<file path="config.mk">
export PLATFORM = sky130hd
export DESIGN_NAME = m_ext_scheduler_flat
export DESIGN_NICKNAME = d
export VERILOG_FILES = /design/src/rtl/m_ext_scheduler_if.sv /design/src/rtl/m_ext_scheduler.sv /design/src/flat_wrapper.sv
export SDC_FILE = /design/constraint.sdc
export NUM_CORES = 1
export LEC_CHECK = 0
export CAP_MARGIN = 10
export CELL_PAD_IN_SITES_DETAIL_PLACEMENT = 1
export CELL_PAD_IN_SITES_GLOBAL_PLACEMENT = 2
export CORE_UTILIZATION = 22
export CTS_CLUSTER_SIZE = 8
export DETAILED_ROUTE_END_ITERATION = 10
export PLACE_DENSITY_LB_ADDON = 0.1
export SYNTH_ARGS = -nofsm -noshare
export SYNTH_HDL_FRONTEND = slang
export SYNTH_SLANG_ARGS = --single-unit
</file>
<file path="constraint.sdc">
create_clock -name clk -period 2.3 [get_ports clk]
set_input_delay 0.575 -clock clk [delete_from_list [all_inputs] [get_ports clk]]
set_output_delay 0.575 -clock clk [all_outputs]
set_load 0.01 [all_outputs]
</file>
<file path="src/rtl/m_ext_scheduler_if.sv">
// m_ext_scheduler_if
// Purpose: bundles the signals of the RV32M scheduler into one interface.
//   It covers the execute-stage request, the multiplier and divider control
//   and result signals, and the writeback response handshake.
//   slave  : the scheduler's view. It receives requests and unit results,
//            and drives the unit controls and the response.
//   master : the environment's view. This is the pipeline plus the units.
// Signal summary:
//   req_valid/req_op/req_a/req_b/req_rd : M-op presented by execute
//   flush                               : kill the in-flight op
//   stall                               : hold the pipeline front end
//   mul_start/mul_opcode                : multiplier control
//   div_start/div_opcode                : divider control
//   operand1/operand2                   : latched operands to both units
//   mul_done/mul_result                 : multiplier completion
//   div_done/div_result                 : divider completion
//   resp_valid/resp_ready/resp_rd/resp_data : writeback handshake
//   timeout_err                         : sticky unit-timeout flag
interface m_ext_scheduler_if;
    logic        req_valid;
    logic [4:0]  req_op;
    logic [31:0] req_a;
    logic [31:0] req_b;
    logic [4:0]  req_rd;
    logic        flush;
    logic        stall;
    logic        mul_start;
    logic [1:0]  mul_opcode;
    logic        div_start;
    logic [1:0]  div_opcode;
    logic [31:0] operand1;
    logic [31:0] operand2;
    logic        mul_done;
    logic [31:0] mul_result;
    logic        div_done;
    logic [31:0] div_result;
    logic        resp_valid;
    logic        resp_ready;
    logic [4:0]  resp_rd;
    logic [31:0] resp_data;
    logic        timeout_err;

    modport slave (
        input  req_valid, req_op, req_a, req_b, req_rd, flush,
        input  mul_done, mul_result, div_done, div_result, resp_ready,
        output stall, mul_start, mul_opcode, div_start, div_opcode,
        output operand1, operand2, resp_valid, resp_rd, resp_data, timeout_err
    );

    modport master (
        output req_valid, req_op, req_a, req_b, req_rd, flush,
        output mul_done, mul_result, div_done, div_result, resp_ready,
        input  stall, mul_start, mul_opcode, div_start, div_opcode,
        input  operand1, operand2, resp_valid, resp_rd, resp_data, timeout_err
    );
endinterface

</file>
<file path="src/rtl/m_ext_scheduler.sv">
// m_ext_scheduler
// Purpose: sequences the shared iterative multiplier and the 32-bit divider
//   for RV32M ops in the execute stage. It accepts one M-op at a time. It
//   issues a one-cycle start pulse to the correct unit and holds the operands
//   and opcode until that unit reports done. It registers the result and
//   delivers it to writeback through a valid/ready handshake.
//   Divide-by-zero and signed overflow are resolved without using the
//   divider. Flushes are handled, and a wait-state timeout aborts a hung unit.
// Ports:
//   clk  : clock
//   rst  : asynchronous active-low reset; it also resets the units
//   bus  : m_ext_scheduler_if.slave (request, unit control/result, response)
// Parameters:
//   TIMEOUT_CYCLES : wait cycles allowed before an op is aborted
module m_ext_scheduler #(
    parameter int TIMEOUT_CYCLES = 64
) (
    input  logic               clk,
    input  logic               rst,
    m_ext_scheduler_if.slave   bus
);

    localparam int CNT_W = $clog2(TIMEOUT_CYCLES + 1);

    typedef enum logic [2:0] {
        S_IDLE   = 3'd0,
        S_MSTART = 3'd1,
        S_MWAIT  = 3'd2,
        S_DSTART = 3'd3,
        S_DWAIT  = 3'd4,
        S_RESP   = 3'd5,
        S_DRAIN  = 3'd6
    } state_t;

    // The M codes run 01011..10010. Each group of four maps to the unit
    // opcodes 00..11 through its low two bits plus one.
    function automatic logic [1:0] f_unit_code(input logic [4:0] op);
        f_unit_code = op[1:0] + 2'd1;
    endfunction

    state_t             r_state;
    state_t             w_next_state;
    logic [CNT_W-1:0]   r_cnt;
    logic               r_is_div;
    logic               r_mul_start;
    logic               r_div_start;
    logic [1:0]         r_mul_opcode;
    logic [1:0]         r_div_opcode;
    logic [31:0]        r_operand1;
    logic [31:0]        r_operand2;
    logic               r_resp_valid;
    logic [4:0]         r_resp_rd;
    logic [31:0]        r_resp_data;
    logic               r_timeout_err;

    logic               w_req_is_mul;
    logic               w_req_is_div;
    logic               w_m_req;
    logic [1:0]         w_req_code;
    logic               w_div_by_zero;
    logic               w_overflow;
    logic               w_fast;
    logic [31:0]        w_fast_data;
    logic               w_accept;
    logic               w_capture_mul;
    logic               w_capture_div;
    logic               w_timeout;
    logic               w_stall;
    logic               w_busy_done;
    logic               w_wait_expire;
    logic               w_drain_expire;

    assign w_req_is_mul  = (bus.req_op >= 5'd11) && (bus.req_op <= 5'd14);
    assign w_req_is_div  = (bus.req_op >= 5'd15) && (bus.req_op <= 5'd18);
    assign w_m_req       = bus.req_valid && (w_req_is_mul || w_req_is_div);
    assign w_req_code    = f_unit_code(bus.req_op);

    // Code bit 0 marks the unsigned forms and code bit 1 marks the remainder
    // forms. Signed overflow only exists for DIV and REM.
    assign w_div_by_zero = (bus.req_b == 32'd0);
    assign w_overflow    = !w_req_code[0] && (bus.req_a == 32'h8000_0000) &&
                           (bus.req_b == 32'hFFFF_FFFF);
    assign w_fast        = w_req_is_div && (w_div_by_zero || w_overflow);

    // After a timeout the counter already sits at TIMEOUT_CYCLES, so the
    // drain ends at once. After a flush the drain keeps the wait budget.
    assign w_wait_expire  = (r_cnt == CNT_W'(TIMEOUT_CYCLES - 1));
    assign w_drain_expire = (r_cnt >= CNT_W'(TIMEOUT_CYCLES - 1));
    assign w_busy_done    = r_is_div ? bus.div_done : bus.mul_done;

    // Short-circuit result for divide-by-zero and signed overflow
    always_comb begin
        w_fast_data = 32'd0;
        if (w_div_by_zero) begin
            w_fast_data = w_req_code[1] ? bus.req_a : 32'hFFFF_FFFF;
        end else if (w_overflow) begin
            w_fast_data = w_req_code[1] ? 32'd0 : 32'h8000_0000;
        end else begin
            w_fast_data = 32'd0;
        end
    end

    // Next-state and control decode for the scheduler FSM
    always_comb begin
        w_next_state  = r_state;
        w_accept      = 1'b0;
        w_capture_mul = 1'b0;
        w_capture_div = 1'b0;
        w_timeout     = 1'b0;
        w_stall       = 1'b1;
        case (r_state)
            S_IDLE: begin
                w_stall = w_m_req;
                if (w_m_req && !bus.flush) begin
                    w_accept = 1'b1;
                    if (w_fast) begin
                        w_next_state = S_RESP;
                    end else if (w_req_is_div) begin
                        w_next_state = S_DSTART;
                    end else begin
                        w_next_state = S_MSTART;
                    end
                end else begin
                    w_next_state = S_IDLE;
                end
            end
            S_MSTART: begin
                w_next_state = bus.flush ? S_DRAIN : S_MWAIT;
            end
            S_DSTART: begin
                w_next_state = bus.flush ? S_DRAIN : S_DWAIT;
            end
            S_MWAIT: begin
                if (bus.flush) begin
                    // A done that arrives with the flush leaves nothing to drain
                    w_next_state = bus.mul_done ? S_IDLE : S_DRAIN;
                end else if (bus.mul_done) begin
                    w_capture_mul = 1'b1;
                    w_next_state  = S_RESP;
                end else if (w_wait_expire) begin
                    w_timeout    = 1'b1;
                    w_next_state = S_DRAIN;
                end else begin
                    w_next_state = S_MWAIT;
                end
            end
            S_DWAIT: begin
                if (bus.flush) begin
                    w_next_state = bus.div_done ? S_IDLE : S_DRAIN;
                end else if (bus.div_done) begin
                    w_capture_div = 1'b1;
                    w_next_state  = S_RESP;
                end else if (w_wait_expire) begin
                    w_timeout    = 1'b1;
                    w_next_state = S_DRAIN;
                end else begin
                    w_next_state = S_DWAIT;
                end
            end
            S_RESP: begin
                w_stall = !bus.resp_ready;
                if (bus.flush || bus.resp_ready) begin
                    w_next_state = S_IDLE;
                end else begin
                    w_next_state = S_RESP;
                end
            end
            S_DRAIN: begin
                w_stall = w_m_req;
                if (w_busy_done || w_drain_expire) begin
                    w_next_state = S_IDLE;
                end else begin
                    w_next_state = S_DRAIN;
                end
            end
            default: begin
                w_stall      = 1'b0;
                w_next_state = S_IDLE;
            end
        endcase
    end

    // State register
    always_ff @(posedge clk or negedge rst) begin
        if (!rst) begin
            r_state <= S_IDLE;
        end else begin
            r_state <= w_next_state;
        end
    end

    // Wait/drain counter; cleared while idle and on each unit start
    always_ff @(posedge clk or negedge rst) begin
        if (!rst) begin
            r_cnt <= {CNT_W{1'b0}};
        end else if ((w_next_state == S_IDLE) || (r_state == S_MSTART) ||
                     (r_state == S_DSTART)) begin
            r_cnt <= {CNT_W{1'b0}};
        end else if ((r_state == S_MWAIT) || (r_state == S_DWAIT) ||
                     (r_state == S_DRAIN)) begin
            r_cnt <= r_cnt + {{(CNT_W-1){1'b0}}, 1'b1};
        end else begin
            r_cnt <= r_cnt;
        end
    end

    // Registered unit controls, latched operands and response outputs
    always_ff @(posedge clk or negedge rst) begin
        if (!rst) begin
            r_is_div      <= 1'b0;
            r_mul_start   <= 1'b0;
            r_div_start   <= 1'b0;
            r_mul_opcode  <= 2'b00;
            r_div_opcode  <= 2'b00;
            r_operand1    <= 32'd0;
            r_operand2    <= 32'd0;
            r_resp_valid  <= 1'b0;
            r_resp_rd     <= 5'd0;
            r_resp_data   <= 32'd0;
            r_timeout_err <= 1'b0;
        end else begin
            // Start pulses last exactly one cycle because START states do
            r_mul_start  <= (w_next_state == S_MSTART);
            r_div_start  <= (w_next_state == S_DSTART);
            r_resp_valid <= (w_next_state == S_RESP);

            if (w_accept) begin
                r_is_div     <= w_req_is_div;
                r_operand1   <= bus.req_a;
                r_operand2   <= bus.req_b;
                r_resp_rd    <= bus.req_rd;
                r_mul_opcode <= w_req_is_mul ? w_req_code : 2'b00;
                r_div_opcode <= w_req_is_div ? w_req_code : 2'b00;
            end else if (w_next_state == S_IDLE) begin
                r_operand1   <= 32'd0;
                r_operand2   <= 32'd0;
                r_mul_opcode <= 2'b00;
                r_div_opcode <= 2'b00;
            end else begin
                r_operand1   <= r_operand1;
                r_operand2   <= r_operand2;
            end

            if (w_accept && w_fast) begin
                r_resp_data <= w_fast_data;
            end else if (w_capture_mul) begin
                r_resp_data <= bus.mul_result;
            end else if (w_capture_div) begin
                r_resp_data <= bus.div_result;
            end else if (w_timeout) begin
                r_resp_data <= 32'd0;
            end else begin
                r_resp_data <= r_resp_data;
            end

            // Sticky until reset
            r_timeout_err <= r_timeout_err | w_timeout;
        end
    end

    assign bus.stall       = w_stall;
    assign bus.mul_start   = r_mul_start;
    assign bus.mul_opcode  = r_mul_opcode;
    assign bus.div_start   = r_div_start;
    assign bus.div_opcode  = r_div_opcode;
    assign bus.operand1    = r_operand1;
    assign bus.operand2    = r_operand2;
    assign bus.resp_valid  = r_resp_valid;
    assign bus.resp_rd     = r_resp_rd;
    assign bus.resp_data   = r_resp_data;
    assign bus.timeout_err = r_timeout_err;

endmodule

</file>
<file path="src/flat_wrapper.sv">
// flat-port wrapper written by rule: the top's interface ports become plain ports
module m_ext_scheduler_flat 
#(
    parameter int TIMEOUT_CYCLES = 64
)
  (clk, rst, bus_req_valid, bus_req_op, bus_req_a, bus_req_b, bus_req_rd, bus_flush, bus_mul_done, bus_mul_result, bus_div_done, bus_div_result, bus_resp_ready, bus_stall, bus_mul_start, bus_mul_opcode, bus_div_start, bus_div_opcode, bus_operand1, bus_operand2, bus_resp_valid, bus_resp_rd, bus_resp_data, bus_timeout_err);
  m_ext_scheduler_if bus_i ();
  input  logic clk;
  input  logic rst;
  input wire logic [$bits(bus_i.req_valid)-1:0] bus_req_valid;
  input wire logic [$bits(bus_i.req_op)-1:0] bus_req_op;
  input wire logic [$bits(bus_i.req_a)-1:0] bus_req_a;
  input wire logic [$bits(bus_i.req_b)-1:0] bus_req_b;
  input wire logic [$bits(bus_i.req_rd)-1:0] bus_req_rd;
  input wire logic [$bits(bus_i.flush)-1:0] bus_flush;
  input wire logic [$bits(bus_i.mul_done)-1:0] bus_mul_done;
  input wire logic [$bits(bus_i.mul_result)-1:0] bus_mul_result;
  input wire logic [$bits(bus_i.div_done)-1:0] bus_div_done;
  input wire logic [$bits(bus_i.div_result)-1:0] bus_div_result;
  input wire logic [$bits(bus_i.resp_ready)-1:0] bus_resp_ready;
  output wire logic [$bits(bus_i.stall)-1:0] bus_stall;
  output wire logic [$bits(bus_i.mul_start)-1:0] bus_mul_start;
  output wire logic [$bits(bus_i.mul_opcode)-1:0] bus_mul_opcode;
  output wire logic [$bits(bus_i.div_start)-1:0] bus_div_start;
  output wire logic [$bits(bus_i.div_opcode)-1:0] bus_div_opcode;
  output wire logic [$bits(bus_i.operand1)-1:0] bus_operand1;
  output wire logic [$bits(bus_i.operand2)-1:0] bus_operand2;
  output wire logic [$bits(bus_i.resp_valid)-1:0] bus_resp_valid;
  output wire logic [$bits(bus_i.resp_rd)-1:0] bus_resp_rd;
  output wire logic [$bits(bus_i.resp_data)-1:0] bus_resp_data;
  output wire logic [$bits(bus_i.timeout_err)-1:0] bus_timeout_err;
  assign bus_i.req_valid = bus_req_valid;
  assign bus_i.req_op = bus_req_op;
  assign bus_i.req_a = bus_req_a;
  assign bus_i.req_b = bus_req_b;
  assign bus_i.req_rd = bus_req_rd;
  assign bus_i.flush = bus_flush;
  assign bus_i.mul_done = bus_mul_done;
  assign bus_i.mul_result = bus_mul_result;
  assign bus_i.div_done = bus_div_done;
  assign bus_i.div_result = bus_div_result;
  assign bus_i.resp_ready = bus_resp_ready;
  assign bus_stall = bus_i.stall;
  assign bus_mul_start = bus_i.mul_start;
  assign bus_mul_opcode = bus_i.mul_opcode;
  assign bus_div_start = bus_i.div_start;
  assign bus_div_opcode = bus_i.div_opcode;
  assign bus_operand1 = bus_i.operand1;
  assign bus_operand2 = bus_i.operand2;
  assign bus_resp_valid = bus_i.resp_valid;
  assign bus_resp_rd = bus_i.resp_rd;
  assign bus_resp_data = bus_i.resp_data;
  assign bus_timeout_err = bus_i.timeout_err;
  m_ext_scheduler #(.TIMEOUT_CYCLES(TIMEOUT_CYCLES)) u_core (.clk(clk), .rst(rst), .bus(bus_i));
endmodule
</file>
==> impl_metrics.ini <==
[sta]
rsz0062_at_grt = true
slew_viol_final = 0
worst_pin_slew_ns = 0.521
finalHoldViolCount = 0
max_freq_mhz = 419
tns_ns = -0.130
fin_crit_ns = 2.39
timing.final.setup_violations = 3
fin_crit_sh_pct = 104
worst_slack_ns = -0.0865
timing.slew.headroom_pct = 65.3
final.setup_skew_ns = 0.00792

[cts]
cts_max_path_buffers = 2
cts_tree = yes
cts_root_buf = clkbuf_16
cts_made_buffers = 17
clkSlewWorstSetupHoldPaths_ns = 0.06
cts_sinks = 120
htreeDepth = 4
clk_latency_ns = 0.42

[global_route]
grtUsageTotal_pct = 19.9
antenna_found_initial = 1
overflow = 0
grt_max_degree = 50
grt_pass1_wl_um = 40300
grt_pass1_vias = 6973

[die]
ioPinCount = 255
dieArea_mm2 = 0.0268
floorplan.die.height_um = 164
rows = 58
die-width_um = 164
core-area_mm2 = 0.0254
start_util_pct = 22.7

[worst_setup_path]
reg2reg_to = u_core.bus.resp_valid$_DFF_PN0_
worst-r2r-setup-slack_ns = 0.19
cp.required_ns = 1.73
rr_worst_depth = 10
r2r-start = u_core.r_state[1]$_DFF_PN0_
end_kind = output pin
cp-start-kind = input port
crit_start = bus_req_op[0]
crit_type = in2out
cp_max_fo = 3
crit_arrival_ns = 1.81

[drt]
first_iter_violations = 359
drt-pass1-iter-count = 7
viasPerCell = 4.78
drc = 0
ant_nets = 0
vias = 6297
routedWlPerCell_um = 20.0
drt_wl_total_um = 26400

[cells_and_area]
area_delta_synth_final_pct = 85.3
post-route-util_pct = 42.0
drive_gt1_share_pct = 24.2
fin_area_mm2 = 0.0107
fin_nets = 1121
instances_no_fill = 1318

[yosys]
synth.distinct_cells = 53
syn_area_mm2 = 0.00576
synth.avg_cell_area_um2 = 9.25
netlist_top_cells_area = dfrtp_1, nand2_1, a21oi_1
ys_seq_elements = 120
syn_nets = 771
synth_edf_count = 0
post-synth-top-count-cell = nand2_1
ys_warn_count = 0
synthFlopType = dfrtp_1
ys_top_cells_by_count = nand2_1, dfrtp_1, a21oi_1
synth_area_leader_cell = dfrtp_1
ys_seq_area_share_pct = 52.1
synthCells = 623
ys_async_sr_fraction_pct = 100
yosysTopAreaCellShare_pct = 52.1

[pwr]
combPwrFrac_pct = 42.4
ir_drop_uv = 450
pwr_density_cell_mw_per_mm2 = 900
power_leakage_nw = 4.44
power_frac_clock_pct = 28.0
p_int_mw = 6.37
pwr-share-seq_pct = 29.6
net-switching-power_mw = 3.24
netSwitchingFraction_pct = 33.7

[place]
postPlaceCellArea_mm2 = 0.00961
dp_hpwl_um = 19500
numPlacedInstances = 1273
place_congestion = 0.824
portBuffers = 254
place_ws_ns = -1.01

[outcome]
status = complete, but fails checks
violations = setup timing

[flow_run]
cap_violations = 0

[min_path]
worstHoldPathType = in2async
## per-stage QoR
step                      total power [mW]  hold WS (ns)
after floorplan                       4.46         0.279
after global placement                6.70         0.461
after detailed placement              6.80         0.469
after CTS                             9.54         0.120
after global routing                  10.2         0.132
final                                 9.61         0.112
## critical path, stage by stage
cell and delay (ns):
buf_8 0.10, buf_6 0.12, ha_4 0.15, a21o_1 0.15, o211a_1 0.23, o21ai_2 0.13, nand2_1 0.07, nand2_1 0.06
a22oi_1 0.07, buf_2 0.15
## power groups by stage
stage,Combinational [mW],Clock (mW),Sequential [mW]
2_1_floorplan,1.48,0,2.98
3_3_place_gp,3.84,0,2.86
3_5_place_dp,3.92,0,2.88
4_1_cts,3.93,2.77,2.85
5_1_grt,4.41,2.87,2.89
6_report,4.07,2.69,2.85
## state kept, by name, summed over array words and instances (netlist names)
register                flops
u_core.r_cnt                7
u_core.bus.resp_data       32
u_core.bus.operand1        32
u_core.bus.resp_valid       1
u_core.bus.resp_rd          5
u_core.r_state              3
u_core.bus.div_start        1
u_core.bus.operand2        32
u_core.bus.mul_start        1
u_core.r_is_div             1
u_core.bus.mul_opcode       2
u_core.bus.timeout_err      1
u_core.bus.div_opcode       2
## worst max-delay path by stage
| stage | to |
|---|---|
| floorplan | bus_stall |
| CTS | bus_stall |
| finish | bus_stall |
| detailed placement | bus_stall |
| global route | bus_stall |
| global placement | bus_stall |
## layer usage
layer / global-route usage (%) / share of wire (%) / routed length [µm]
met2: 33.6 / 49 / 12800
met1: 25.1 / 44 / 11600
met4: 4.25 / 0.94 / 249
met3: 5.86 / 6.3 / 1670
met5: 0 / 0 / 0
## area by class of cell
cell class                      instances  area [µm²]
Fill cell                            2824       14700
Timing Repair Buffer                  384        3790
Sequential cell                       120        3000
Multi-Input combinational cell        445        2850
Clock buffer                           19         443
Tap cell                              330         413
Clock inverter                         13         146
Inverter                                5        26.3
Antenna cell                            2        5.00
## cell usage in the layout (no fill, tap or decap), drive strengths merged, types with 4 or more instances in the layout
cell type,synthesis,routed
nand3,11,11
inv,5,8
dlygate4sd2,0,28
nor4,13,13
nor3,16,16
and4,5,5
dlymetal6s2s,0,4
clkdlybuf4s50,0,205
a222oi,31,31
nand2,158,158
nor2,15,15
clkbuf,40,22
a21oi,68,68
clkinv,0,6
dfrtp,120,120
buf,13,134
clkdlybuf4s15,0,10
nand4,10,10
o21ai,38,38
o31a,31,31
## repair_timing
action,in CTS,in global routing
hold buffers,0,0
gates cloned,4,0
resized for setup,94,61
setup buffers,6,3
pin swaps,24,42
endpoints found under the setup margin,118,35
## logic make-up (layout without fill, tap and decap cells)
logic type | Yosys count | in the layout | synth area share (%)
and+or+nand+nor | 247 | 247 | 19.7
AOI/OAI and AO/OA | 189 | 189 | 22.3
DFF | 120 | 120 | 52.1
buffers and inverters | 58 | 421 | 4.32
xor gates and xnor gates | 5 | 5 | 0.760
adders and majority gates | 3 | 3 | 0.652
muxes | 1 | 1 | 0.174
other | 0 | 2 | 0
(Power assumes the default switching activity.)
